`config.mk`:
```
export PLATFORM = sky130hd
export DESIGN_NAME = cordic_vector
export DESIGN_NICKNAME = d
export VERILOG_FILES = /design/src/rtl/cordic_pkg.sv /design/src/rtl/cordic_vector.sv
export SDC_FILE = /design/constraint.sdc
export NUM_CORES = 1
export LEC_CHECK = 0
export CAP_MARGIN = 20
export CORE_ASPECT_RATIO = 2
export CORE_MARGIN = 5
export CORE_UTILIZATION = 59
export CTS_CLUSTER_DIAMETER = 60
export DETAILED_ROUTE_END_ITERATION = 7
export PLACE_DENSITY = 0.81
export SYNTH_ARGS = -nofsm -noshare
export SYNTH_HDL_FRONTEND = slang
export SYNTH_SLANG_ARGS = --single-unit
```
`constraint.sdc`:
```
create_clock -name sys_clk -period 8.9 [get_ports sys_clk]
set_clock_uncertainty 0.1 [all_clocks]
set_input_delay 0.89 -clock sys_clk [delete_from_list [all_inputs] [get_ports sys_clk]]
set_output_delay 0.89 -clock sys_clk [all_outputs]
set_load 0.02 [all_outputs]
```
`src/rtl/cordic_pkg.sv`:
```
// cordic_pkg
// Shared constants for the trig datapath. The rotation block and the
// vectoring block both import this package, so they agree on the Q8.8
// format, the gain constant and the arctangent table. That agreement is
// what lets their results round-trip.
//
// Contents:
//   N_INT, N_FRAC, BIT_WIDTH   fixed-point format (signed Q8.8, 16-bit words)
//   GUARD                      extra integer bits on the internal x/y registers
//   DEPTH, CNT_W               iteration count and iteration counter width
//   K, PI, HALF_PI             gain compensation and angle constants in Q8.8
//   state_t                    vectoring FSM state encoding
//   atan_lut()                 atan(2^-i) in Q8.8 radians
package cordic_pkg;

   localparam int N_INT     = 8;
   localparam int N_FRAC    = 8;
   localparam int BIT_WIDTH = 16;
   localparam int GUARD     = 2;
   localparam int DEPTH     = 8;
   localparam int CNT_W     = $clog2(DEPTH);
   localparam int XY_W      = BIT_WIDTH + GUARD;
   localparam int PROD_W    = XY_W + BIT_WIDTH;

   localparam int K       = 155;
   localparam int PI      = 804;
   localparam int HALF_PI = 402;

   typedef enum logic [1:0] {
      ST_IDLE,
      ST_PRE,
      ST_ITER,
      ST_SCALE
   } state_t;

   function automatic logic signed [BIT_WIDTH-1:0] atan_lut(input logic [CNT_W-1:0] idx);
      logic signed [BIT_WIDTH-1:0] val;
      case (idx)
         3'd0:    val = 16'sd201;
         3'd1:    val = 16'sd118;
         3'd2:    val = 16'sd62;
         3'd3:    val = 16'sd31;
         3'd4:    val = 16'sd15;
         3'd5:    val = 16'sd7;
         3'd6:    val = 16'sd3;
         default: val = 16'sd1;
      endcase
      return val;
   endfunction

endpackage

```
`src/rtl/cordic_vector.sv`:
```
// cordic_vector
// Iterative CORDIC in vectoring mode. It converts a Cartesian vector in
// signed Q8.8 to the polar angle atan2(y, x) and the gain-compensated
// magnitude. Each request runs PRE, then DEPTH iterations, then SCALE.
//
// Ports:
//   sys_clk    clock
//   sys_rst    synchronous active-high reset
//   x_in       signed Q8.8 x component, latched on an accepted start
//   y_in       signed Q8.8 y component, latched on an accepted start
//   start      one-cycle request, honoured only while idle
//   angle      signed Q8.8 radians in [-PI, PI], held until the next result
//   magnitude  signed Q8.8, never negative, saturates at 0x7FFF
//   valid      one-cycle pulse when angle and magnitude update
//   busy       high while a request is in flight
module cordic_vector
   import cordic_pkg::*;
(
   input  logic                 sys_clk,
   input  logic                 sys_rst,
   input  logic [BIT_WIDTH-1:0] x_in,
   input  logic [BIT_WIDTH-1:0] y_in,
   input  logic                 start,
   output logic [BIT_WIDTH-1:0] angle,
   output logic [BIT_WIDTH-1:0] magnitude,
   output logic                 valid,
   output logic                 busy
);

   localparam logic signed [BIT_WIDTH-1:0] PI_S = BIT_WIDTH'(PI);
   localparam logic signed [BIT_WIDTH-1:0] K_S  = BIT_WIDTH'(K);
   localparam logic [CNT_W-1:0]            LAST = CNT_W'(DEPTH - 1);

   state_t                      state_q, state_d;
   logic signed [XY_W-1:0]      x_q, x_d;
   logic signed [XY_W-1:0]      y_q, y_d;
   logic signed [BIT_WIDTH-1:0] z_q, z_d;
   logic [CNT_W-1:0]            cnt_q, cnt_d;
   logic                        zero_q, zero_d;
   logic [BIT_WIDTH-1:0]        angle_q, angle_d;
   logic [BIT_WIDTH-1:0]        mag_q, mag_d;
   logic                        valid_q, valid_d;

   logic signed [XY_W-1:0]      x_shift, y_shift;
   logic signed [PROD_W-1:0]    prod, scaled;
   logic [BIT_WIDTH-1:0]        mag_sat;

   // Gain compensation. x is non-negative after the fold, so a negative
   // product cannot occur; clamping it to zero only keeps the output
   // non-negative by construction. Any bit set at or above bit 15 of a
   // positive result means it no longer fits in Q8.8, so it saturates.
   always_comb begin
      prod   = x_q * K_S;
      scaled = prod >>> N_FRAC;
      if (scaled[PROD_W-1]) begin
         mag_sat = '0;
      end else if (|scaled[PROD_W-2:BIT_WIDTH-1]) begin
         mag_sat = 16'h7FFF;
      end else begin
         mag_sat = scaled[BIT_WIDTH-1:0];
      end
   end

   // Next-state and datapath logic. The shifted operands are taken from the
   // registered values, so every iteration uses the pre-update x and y.
   always_comb begin
      state_d = state_q;
      x_d     = x_q;
      y_d     = y_q;
      z_d     = z_q;
      cnt_d   = cnt_q;
      zero_d  = zero_q;
      angle_d = angle_q;
      mag_d   = mag_q;
      valid_d = 1'b0;
      x_shift = x_q >>> cnt_q;
      y_shift = y_q >>> cnt_q;

      case (state_q)
         ST_IDLE: begin
            if (start) begin
               x_d     = {{GUARD{x_in[BIT_WIDTH-1]}}, x_in};
               y_d     = {{GUARD{y_in[BIT_WIDTH-1]}}, y_in};
               state_d = ST_PRE;
            end
         end
         ST_PRE: begin
            // Fold the left half-plane into the right half-plane. The
            // rotation by pi is credited to z with the sign of y, so the
            // result stays in [-PI, PI].
            zero_d = (x_q == '0) && (y_q == '0);
            cnt_d  = '0;
            if (x_q[XY_W-1]) begin
               x_d = -x_q;
               y_d = -y_q;
               z_d = y_q[XY_W-1] ? -PI_S : PI_S;
            end else begin
               z_d = '0;
            end
            state_d = ST_ITER;
         end
         ST_ITER: begin
            if (!y_q[XY_W-1]) begin
               x_d = x_q + y_shift;
               y_d = y_q - x_shift;
               z_d = z_q + atan_lut(cnt_q);
            end else begin
               x_d = x_q - y_shift;
               y_d = y_q + x_shift;
               z_d = z_q - atan_lut(cnt_q);
            end
            if (cnt_q == LAST) begin
               state_d = ST_SCALE;
            end else begin
               cnt_d = cnt_q + 1'b1;
            end
         end
         ST_SCALE: begin
            // A zero vector has no defined angle, and the iterations would
            // leave an arbitrary z behind, so both outputs are forced to 0.
            angle_d = zero_q ? '0 : z_q;
            mag_d   = zero_q ? '0 : mag_sat;
            valid_d = 1'b1;
            state_d = ST_IDLE;
         end
         default: begin
            state_d = ST_IDLE;
         end
      endcase
   end

   // State and datapath registers. Reset aborts any request in flight.
   always_ff @(posedge sys_clk) begin
      if (sys_rst) begin
         state_q <= ST_IDLE;
         x_q     <= '0;
         y_q     <= '0;
         z_q     <= '0;
         cnt_q   <= '0;
         zero_q  <= 1'b0;
         angle_q <= '0;
         mag_q   <= '0;
         valid_q <= 1'b0;
      end else begin
         state_q <= state_d;
         x_q     <= x_d;
         y_q     <= y_d;
         z_q     <= z_d;
         cnt_q   <= cnt_d;
         zero_q  <= zero_d;
         angle_q <= angle_d;
         mag_q   <= mag_d;
         valid_q <= valid_d;
      end
   end

   assign angle     = angle_q;
   assign magnitude = mag_q;
   assign valid     = valid_q;
   assign busy      = (state_q != ST_IDLE);

endmodule

```
# Word-level counts from Yosys, hierarchy flattened
# Cells that the tools add are included.
[totals]
reg_bits = 91
latchBits = 0
ram_bits = 0
romBits = 0
inputBits = 35
out_inout_bits = 34
word_cells = 76
memories = 0
[classes]
add_sub_neg = 9
multipliers = 1
n_div = 0
n_lt_le_gt_ge = 0
n_eq_ne = 14
shift = 2
mux = 27
n_bitwise = 0
n_reduce_logical = 13
[ops]
columns = ["op", "n"]
rows = [
  ["$mux 16", 11],
  ["$mux 18", 6],
  ["$pmux 18 s3", 2],
  ["$pmux 8 s7", 1],
  ["$add 18x18->18", 2],
  ["$logic_not 18->1", 2],
  ["$neg 18->18", 2],
  ["$sshr 18x3->18", 2],
  ["$sub 18x18->18", 2],
  ["$pmux 16 s2", 1],
  ["$mul 18x9->27 const B", 1],
  ["$add 16x16->16", 1],
  ["$sub 16x16->16", 1],
  ["$eq 3x3->1 const B", 4],
  ["$reduce_or 11->1", 1],
  ["$ne 2x2->1 const B", 4],
  ["$pmux 2 s4", 1],
  ["$eq 3x2->1 const B", 2],
  ["$pmux 3 s2", 1],
  ["$reduce_and 2->1", 3],
  ["$eq 2x2->1 const B", 2],
  ["$mux 2", 2],
  ["$reduce_bool 2->1", 2],
  ["$add 3x1->3 const B", 1],
  ["other kinds (9)", 9],
]

# Logic depth before layout (Yosys ltp)
[logic_depth]
ltp_word = 7
depth_mapped = 24

# Least setup slack after synthesis
# No wires, ideal clock.
[synth_timing]
kind = "register -> register"
startpoint = "register x_q[17]"
endpoint = "register mag_q[0] (netlist: magnitude[0])"
setup_time_ns = 0.122
t_arrival_ns = 4.853
t_required_ns = 8.678
setup_slack_ns = 3.825
stages_incl_launch_ff = 22
synth_period_minus_slack_ns = 5.075
path_cell_list = "dfxtp_1 -> clkbuf_1 -> inv_2 -> ha_1 -> inv_1 -> fa_1 -> inv_1 -> fa_1 -> inv_1 -> fa_1 -> inv_1 -> ha_1 -> nand3_1 -> a31oi_1 -> o21ai_0 -> nand2b_1 -> a211o_1 -> o31ai_1 -> xnor2_1 -> o21a_1 -> clkbuf_1 -> a221o_1"
[synth_between]
elab_chain_cells = 5
[synth_lines]
columns = ["element", "line_no", "rtl"]
rows = [
  ["start, declared", "cordic_vector.sv:35", "logic signed [XY_W-1:0] x_q, x_d;"],
  ["start signal, assigned", "cordic_vector.sv:136", "x_q <= '0;"],
  ["start signal, assigned", "cordic_vector.sv:146", "x_q <= x_d;"],
  ["$mul 18x9->27 (*)", "cordic_vector.sv:53", "prod = x_q * K_S;"],
  ["$reduce_or 11->1", "cordic_vector.sv:57", "end else if (|scaled[PROD_W-2:BIT_WIDTH-1]) begin"],
  ["$mux 16", "cordic_vector.sv:57", ""],
  ["$mux 16 (*)", "cordic_vector.sv:55", "if (scaled[PROD_W-1]) begin"],
  ["$mux 16 (*)", "cordic_vector.sv:122", "mag_d = zero_q ? '0 : mag_sat;"],
  ["end signal, assigned", "cordic_vector.sv:152", "mag_q <= mag_d;"],
  ["end, declared", "cordic_vector.sv:41", "logic [BIT_WIDTH-1:0] mag_q, mag_d;"],
]
# Every way passes the cells marked *; elsewhere a longest branch is shown, timed or not.
# A chain may end at the register's enable or synchronous reset.

# Final worst setup path
[layout_timing]
startpoint = "register x_q[17]"
endpoint = "register mag_q[11] (netlist: magnitude[11])"
# Same word-level chain as after synthesis.

==> flow_metrics.tcl <==
set metrics [dict create \
    syn_nets 1749 \
    synth_area_um2 12000 \
    maxCapViolCount 0 \
    cp.arrival_ns 6.12 \
    synthToLayoutAreaGrowth_pct 9.22 \
    ys_top_cells_by_area "dfxtp_1 15%, ha_1 15%, fa_1 8.2%" \
    layout-drive-gt1-share_pct 5.92 \
    path_cells "inv_2 > ha_1 > inv_1 > fa_1 > inv_1 > fa_1 > inv_1 > fa_1 > inv_1 > ha_1 > and4_1 > nand3_1 > a21oi_1 > a21oi_1 > xnor2_1 > and2_1 > o21a_1 > a221o_1" \
    rsz0062_at_grt "no" \
    slew_violations 0 \
    critical_path_buf_inv_count 5 \
    core-area_um2 20300 \
    rows 74 \
    post-route-util_pct 64.8 \
    start_kind "flip-flop" \
    dr.pass1.iters 5 \
    hold_path.class "flip-flop to flip-flop" \
    cts.sinks 91 \
    setup_viol 0 \
    overflow 0 \
    grt_pass1_wl_um 55700 \
    yosys-top-cells-count "163 x inv_1, 148 x nor2_1, 143 x ha_1" \
    cts_setup_buffers 0 \
    die_w_um 111 \
    cts_tree "done" \
    wire_per_inst_um 18.6 \
    cpPeakStageDelay_ns 0.71 \
    portBuffers 68 \
    ctsHtreeMaxLevel 3 \
    nFillCells 1730 \
    start_util_pct 59.3 \
    hpwl_um 25400 \
    place_area_um2 12800 \
    finalHoldViolCount 0 \
    multiInputGateArea_um2 9260 \
    antenna_found_initial 0 \
    ioPinCount 69 \
    routed_wl_um 33600 \
    ys_seq_area_share_pct 15.1 \
    path_clk_slew_ns 0.07 \
    place_congestion 0.997 \
    final_cell_area_um2 13100 \
    worstMarginPinSlew_ns 0.781 \
    fin_crit_ns 5.90 \
    cts_root_buf "clkbuf_16" \
    cp_slowest_cell "dfxtp_1" \
    dp.cells 1786 \
    synth_top_cell_by_area "dfxtp_1" \
    grt_pass1_vias 12000 \
    synth_edf_count 0 \
    status "finished clean" \
    fin_tns_setup_ns 0 \
    insertion_delay_ns 0.38 \
    yosysMostFrequentCell "inv_1" \
    critPathMaxFanout 16 \
    crit_top_cell "inv_1" \
    seq_area_um2 1830 \
    postSynthCellCount 1522 \
    drcViolationCount 0 \
    crit_type "flip-flop to flip-flop" \
    routed_via_density 6.32 \
    ys_seq_elements 91 \
    synthDistinctLibCells 76 \
    synth_top_area_share_pct 15.1 \
    end_kind "flip-flop" \
    cts_resized 0 \
    vias 11400 \
    cp.required_ns 9.12 \
    async_flop_share_pct 0 \
    max-slew-margin-rel_pct 46.6 \
    die_y_um 212 \
    period_share_pct 66.3 \
    drt.antenna.violating_nets 0 \
    die_area_um2 23500 \
    drt_iter0_drc 565 \
    ys.flop_type "dfxtp_1" \
    ys.warnings.count 0 \
    holdBufCountCts 0 \
    grt_usage_pct 28.8 \
    nNetsFinal 1759 \
    grt_max_degree 60 \
    insertedDiodeCount 0 \
    cts_buffers 9 \
    fmax_ghz 0.170 \
    critical-path-top-delay-family "adder cells" \
    ctsLongestPathBuffers 2 \
    layout.cells.non_filler 1803 \
    avgSynthCellArea_um2 7.90 \
]
final timing paths:
| kind | startpoint | end | slack, ns | cells after the start |
|---|---|---|---|---|
| worst max-delay path | x_q[17] | magnitude[11] | 3.00 | 18 |
| worst min-delay path | magnitude[15] | magnitude[15] | 0.36 | 1 |
| worst min register to register | magnitude[15] | magnitude[15] | 0.36 | 1 |
| worst max register to register | x_q[17] | magnitude[11] | 3.00 | 18 |
routing by layer:
metal | global-route usage (%) | routed length, um | vias to the layer above | share of wire, %
li1 | - | - | 5390 | -
met5 | 0 | 0 | - | 0
met3 | 4.35 | 1510 | 177 | 4.5
met1 | 27.0 | 11500 | 5466 | 34
met4 | 20.9 | 2360 | 0 | 7.0
met2 | 55.5 | 18200 | 368 | 54
cells in the final DEF (no fill, tap or decap), drive strengths merged, types with 9 or more instances in the layout:
master / n
mux2i: 31
fa: 49
a221o: 18
ha: 143
mux4: 17
xnor2: 77
nand2b: 13
a21oi: 131
o21a: 15
dfxtp: 91
nand2: 91
o211ai: 15
nor2b: 21
clkdlybuf4s50: 67
nor2: 148
o21ai: 59
a211oi: 12
inv: 168
a221oi: 18
xor2: 40
a21o: 15
clkbuf: 9
or3: 12
a31oi: 16
nand3: 32
nor3: 54
buf: 16
o221ai: 12
mux2: 18
a22o: 17
cell type report:
type | instances | area share [%]
clock buffers | 9 | 1.71
clock inverters | 7 | 0.619
inverters | 167 | 4.77
multi-input cells | 1180 | 70.5
flip-flops and latches | 91 | 13.9
well taps | 266 | 2.53
repair buffers | 83 | 5.98
through the flow:
step	hold WS (ns)	setup WS, ns
after floorplan	0.365	3.83
after global placement	0.341	3.06
after detailed placement	0.344	2.99
after CTS	0.367	2.97
after global routing	0.389	2.55
final	0.361	3.00
flip-flops by register name, indices dropped and copies added (netlist names):
register / flops
x_q: 18
state_q: 2
angle: 16
cnt_q: 3
z_q: 16
valid: 1
y_q: 18
zero_q: 1
magnitude: 16
kinds of logic after synthesis:
family	count (synthesis)	synth area share [%]
AO/OA/AOI/OAI	392	21.7
XOR/XNOR	117	8.52
adder cells (fa/ha/maj)	192	23.0
buffers and inverters	251	8.06
flip-flops	91	15.1
multiplexers	66	7.48
other	1	0.0312
AND/OR/NAND/NOR	412	16.1
Power is left out: the tool's default activity adds up to more than one toggle a clock period on the data nets, which glitch-free logic cannot reach.
==> RTL edit 1, RTL diff (same flow settings) <==
Change the package constant `GUARD` from 2 to 1.
--- a/src/rtl/cordic_pkg.sv
+++ b/src/rtl/cordic_pkg.sv
@@ -18,3 +18,3 @@
    localparam int BIT_WIDTH = 16;
-   localparam int GUARD     = 2;
+   localparam int GUARD     = 1;
    localparam int DEPTH     = 8;
Function: same outputs for any inputs over 10 cycles, from zero or initial values and one cycle with sys_rst high; that may be too few to reach the edited logic, so the function may still have changed.
==> RTL edit 1 against the unedited design <==
Sequential cell count shrank 2; cell area shrank 2.4%; wire length grew 1.1%; synthesized area shrank 1.4%; critical path depth shrank 1; setup slack lost 0.18 ns; critical path type unchanged.
Power is left out: the tool's default activity adds up to more than one toggle a clock period on the data nets, which glitch-free logic cannot reach.
==> RTL edit 1: results (changes against the unedited design) <==
status=finished clean; final WL=33.9 mm (+1.1%); R2R depth=17 (-1); first drt pass iteration count=5 (unchanged); post-synthesis cell type count=92 (+21%); Tot GR Track Use=29.7% (+0.96 points); FF-to-FF Start=cnt_q[0]; DRT iter0 DRCs=751 (+33%); Vias=11.2k (-1.5%); post-DR wirelength/cell=19.3 um (+3.7%); Slew HR=16.1% (-30 points); WL met2=18.3 mm (+0.79%); met3 WL post-DR=1.59 mm (+5.4%); Post-synth top cells=154 x inv_1, 137 x ha_1, 118 x nor2_1, 113 x a21oi_1, 104 x nand2_1; crit-path max FO=49 (+33); hold depth=2 (+1); Largest regs=x_q (17), y_q (17); synthesized instance count=1,486 (-2.4%); Cell Area, Placed=12,500 um2 (-2.2%); Crit path arrival time=6.20 ns (+0.08 ns); Worst Min Path Start=magnitude[8]; M1 WL=11.5 mm (-0.43%); largest net degree at the start of global routing=66 (+10%); share of layout cells above drive strength 1=5.88% (-0.038 points); gpl congestion=0.979 (-1.7%); Final nets=1,709 (-2.8%); sequential share of the synthesized area=15.0% (-0.12 points); initial antenna violation count=0 (unchanged); Area contributors post-synth=dfxtp_1 15%, ha_1 14%, fa_1 7.8%
## RTL edit 1: cell count changes after synthesis, sizes merged, moves of 10 or more
cell,before,now
nor2,148,119
buf,22,41
a21oi,131,113
a221o,18,2
clkbuf,62,46
xnor2,77,61
xor2,40,24
nand2,91,104
mux2i,31,42
o221ai,12,1
a22oi,3,13
and3,6,16
## RTL edit 1: area by class of cell
| type | count | area [um2] |
|---|---|---|
| multi-input cells | 1153 | 9060 |
| fillers | 1788 | 7000 |
| flip-flops and latches | 89 | 1790 |
| repair buffers | 81 | 773 |
| inverters | 157 | 589 |
| well taps | 262 | 328 |
| clock buffers | 9 | 225 |
| clock inverters | 7 | 61.3 |
## RTL edit 1: metal layers
metal | up-vias | global-route usage, %
li1 | 5307 | -
met1 | 5340 | 28.7
met2 | 404 | 55.2
met3 | 177 | 4.23
met4 | 0 | 21.5
met5 | - | 0
## RTL edit 1: final timing paths
| check | endpoint | slack, ns |
|---|---|---|
| setup / recovery | x_q[11] | 2.82 |
| hold / removal | magnitude[8] | 0.36 |
| hold reg to reg | magnitude[8] | 0.36 |
| setup reg to reg | x_q[11] | 2.82 |
## RTL edit 1: metrics by stage
step / utilization, % / setup WS (ns)
after floorplan: - / 4.02
after global placement: 63.3 / 3.16
after detailed placement: 63.3 / 3.02
after CTS: 64.7 / 3.01
after global routing: 64.7 / 2.62
final: 64.7 / 2.82
## RTL edit 1: critical path, stage by stage, from the launching register on
cell,delay [ns]
dfxtp_2,0.33
buf_4,0.48
mux4_2,0.59
mux2_2,0.32
inv_1,0.06
ha_1,0.16
and3_4,0.20
and3_1,0.34
nand2_1,0.08
a31oi_1,0.16
o21ai_0,0.12
ha_1,0.35
and3_1,0.19
a2111oi_0,1.06
o21ai_1,0.45
xor2_1,0.24
a221oi_1,0.09
a2111oi_0,0.54
## RTL edit 1: cells by family (layout without fill, tap and decap cells)
logic type / after synthesis / count (layout) / share of synthesized area (%)
AND/OR/NAND/NOR: 418 / 418 / 17.4
AO/OA/AOI/OAI: 394 / 394 / 22.0
buffers and inverters: 244 / 254 / 8.60
adder cells (fa/ha/maj): 183 / 183 / 22.2
flip-flops: 89 / 89 / 15.0
XOR/XNOR: 85 / 85 / 6.28
multiplexers: 72 / 72 / 8.42
other: 1 / 1 / 0.0316
==> RTL edit 2, RTL diff (config.mk and constraints unchanged) <==
Made on the original files. Register the inputs `x_in`, `y_in` and `start` before use. The logic sees them one clock later. Comments in the files are not updated.
--- a/src/rtl/cordic_vector.sv
+++ b/src/rtl/cordic_vector.sv
@@ -32,2 +32,12 @@
    localparam logic [CNT_W-1:0]            LAST = CNT_W'(DEPTH - 1);
+
+   logic [BIT_WIDTH-1:0] x_r;
+   logic [BIT_WIDTH-1:0] y_r;
+   logic start_q;
+
+   always_ff @(posedge sys_clk) begin
+      x_r     <= x_in;
+      y_r     <= y_in;
+      start_q <= start;
+   end
 
@@ -80,5 +90,5 @@
          ST_IDLE: begin
-            if (start) begin
-               x_d     = {{GUARD{x_in[BIT_WIDTH-1]}}, x_in};
-               y_d     = {{GUARD{y_in[BIT_WIDTH-1]}}, y_in};
+            if (start_q) begin
+               x_d     = {{GUARD{x_r[BIT_WIDTH-1]}}, x_r};
+               y_d     = {{GUARD{y_r[BIT_WIDTH-1]}}, y_r};
                state_d = ST_PRE;
Behaviour: not the same (Yosys sat finds a counterexample within 4 cycles, from zero or initial values and one cycle with sys_rst high).
==> RTL edit 2 against the unedited design <==
Sequential cell count increased by 33; setup slack got worse by 0.25 ns; critical path depth increased by 1; synthesized area increased by 4.8%; maximum frequency decreased by 4.0%; wire length increased by 9.1%; non-clock buffer count increased by 1; cell area increased by 6.5%; critical endpoint is now magnitude[0].
Power is left out: the tool's default activity adds up to more than one toggle a clock period on the data nets, which glitch-free logic cannot reach.
==> RTL edit 2: results (changes against the unedited design) <==
Clock Path Buffers=2 (unchanged); largest net degree at the start of global routing=73 (+22%); crit-path max FO=17 (+1); postcts setup bufs=0 (unchanged); Crit path arrival time=6.42 ns (+0.30 ns); dpl hpwl=27.0 mm (+6.2%); initial antenna violation count=0 (unchanged); post-synthesis cell type count=82 (+7.9%); status=finished clean; Clk Latency, worst-skew pair=0.46 ns (+0.08 ns); sequential share of the synthesized area=19.7% (+4.5 points); Vias=11.6k (+2.0%); number of gates resized after cts=0 (unchanged); Post-synth ARST share=0% (unchanged); Cell Area, Placed=13,400 um2 (+4.8%); Syn. warnings=0 (unchanged); clk root buf=clkbuf_16; Antenna Cells=0 (unchanged); I/O Buffers=68 (unchanged); Area contributors post-synth=dfxtp_1 20%, ha_1 14%, fa_1 7.8%; first drt pass iteration count=5 (unchanged); fill count=1,788 (+3.4%); share of layout cells above drive strength 1=6.90% (+0.98 points); TritonCTS Buffers=17 (+8); post-DR wirelength/cell=19.6 um (+5.5%); actual slew at the worst max-slew pin=0.930 ns (+0.149 ns); Tot GR Track Use=30.2% (+1.5 points); Reg clk slew, reported paths=roughly 0.060 ns; first-pass GRT wire length=58.6 mm (+5.2%); H-tree Lvls=4 (+1); hold crit path type=flip-flop to flip-flop; Largest regs=x_q (18), y_q (18); gpl congestion=1.00 (+0.75%); DRT iter0 DRCs=729 (+29%); syn nets=1,786 (+2.1%); Post-synth top cells=164 x inv_1, 155 x nor2_1, 143 x ha_1, 124 x dfxtp_1, 120 x a21oi_1
==> RTL edit 2: changes by cell type after synthesis, sizes merged, moves of 9 or more <==
| cell | unedited run | this run |
|---|---|---|
| a21oi | 131 | 121 |
| o221ai | 12 | 2 |
| and3 | 6 | 17 |
| a22o | 17 | 0 |
| dfxtp | 91 | 124 |
| nor2b | 21 | 33 |
| a221o | 18 | 6 |
| a31oi | 16 | 25 |
| xor2 | 40 | 31 |
| o21ai | 59 | 69 |
==> RTL edit 2: cells by family after synthesis <==
| logic type | after synthesis | synth area share (%) |
|---|---|---|
| flip-flops | 124 | 19.7 |
| AO/OA/AOI/OAI | 352 | 17.8 |
| AND/OR/NAND/NOR | 456 | 17.3 |
| buffers and inverters | 247 | 7.53 |
| other | 1 | 0.0297 |
| XOR/XNOR | 115 | 8.10 |
| adder cells (fa/ha/maj) | 192 | 22.0 |
| multiplexers | 72 | 7.50 |
==> RTL edit 2: cell type report <==
cell class                      count  share of cell area, %
Clock inverter                     13                  0.841
Inverter                          167                   4.48
Timing Repair Buffer               84                   5.69
Tap cell                          269                   2.41
Sequential cell                   124                   17.8
Clock buffer                       19                   3.10
Multi-Input combinational cell   1188                   65.7
==> RTL edit 2: per-stage QoR <==
| step | instances | utilization [%] | hold WS [ns] | setup WS, ns |
|---|---|---|---|---|
| after CTS | 1864 | 66.5 | 0.347 | 2.79 |
| after floorplan | 1559 | - | 0.370 | 3.80 |
| final | 1864 | 66.5 | 0.343 | 2.75 |
| after global routing | 1864 | 66.5 | 0.364 | 2.42 |
| after detailed placement | 1832 | 63.9 | 0.339 | 2.80 |
| after global placement | 1832 | 63.9 | 0.334 | 2.99 |
==> RTL edit 2: worst paths after layout <==
| check | startpoint | slack, ns | cells after the start | endpoint |
|---|---|---|---|---|
| hold reg to reg | magnitude[7] | 0.34 | 2 | magnitude[7] |
| setup reg to reg | x_q[17] | 2.75 | 19 | magnitude[0] |
| setup / recovery | x_q[17] | 2.75 | 19 | magnitude[0] |
| hold / removal | magnitude[7] | 0.34 | 2 | magnitude[7] |
==> RTL edit 2: layer usage <==
layer | routed length (um) | global-route usage [%]
met5 | 0 | 0
met4 | 3130 | 25.3
met3 | 2000 | 6.22
met2 | 19300 | 54.5
met1 | 12200 | 28.5
==> RTL edit 2: worst max-delay path, stage by stage (launching register included) <==
cell      delay [ns]
dfxtp_1         0.79
clkinv_1        0.53
ha_1            0.48
inv_1           0.07
fa_1            0.53
inv_1           0.05
fa_1            0.47
inv_1           0.05
fa_1            0.53
inv_1           0.04
ha_1            0.33
and3_1          0.19
a41o_1          0.24
a31o_2          0.24
o211ai_1        0.23
a21oi_1         0.10
o21ai_1         0.16
xnor2_1         0.21
nand3_1         0.42
o21ai_0         0.29
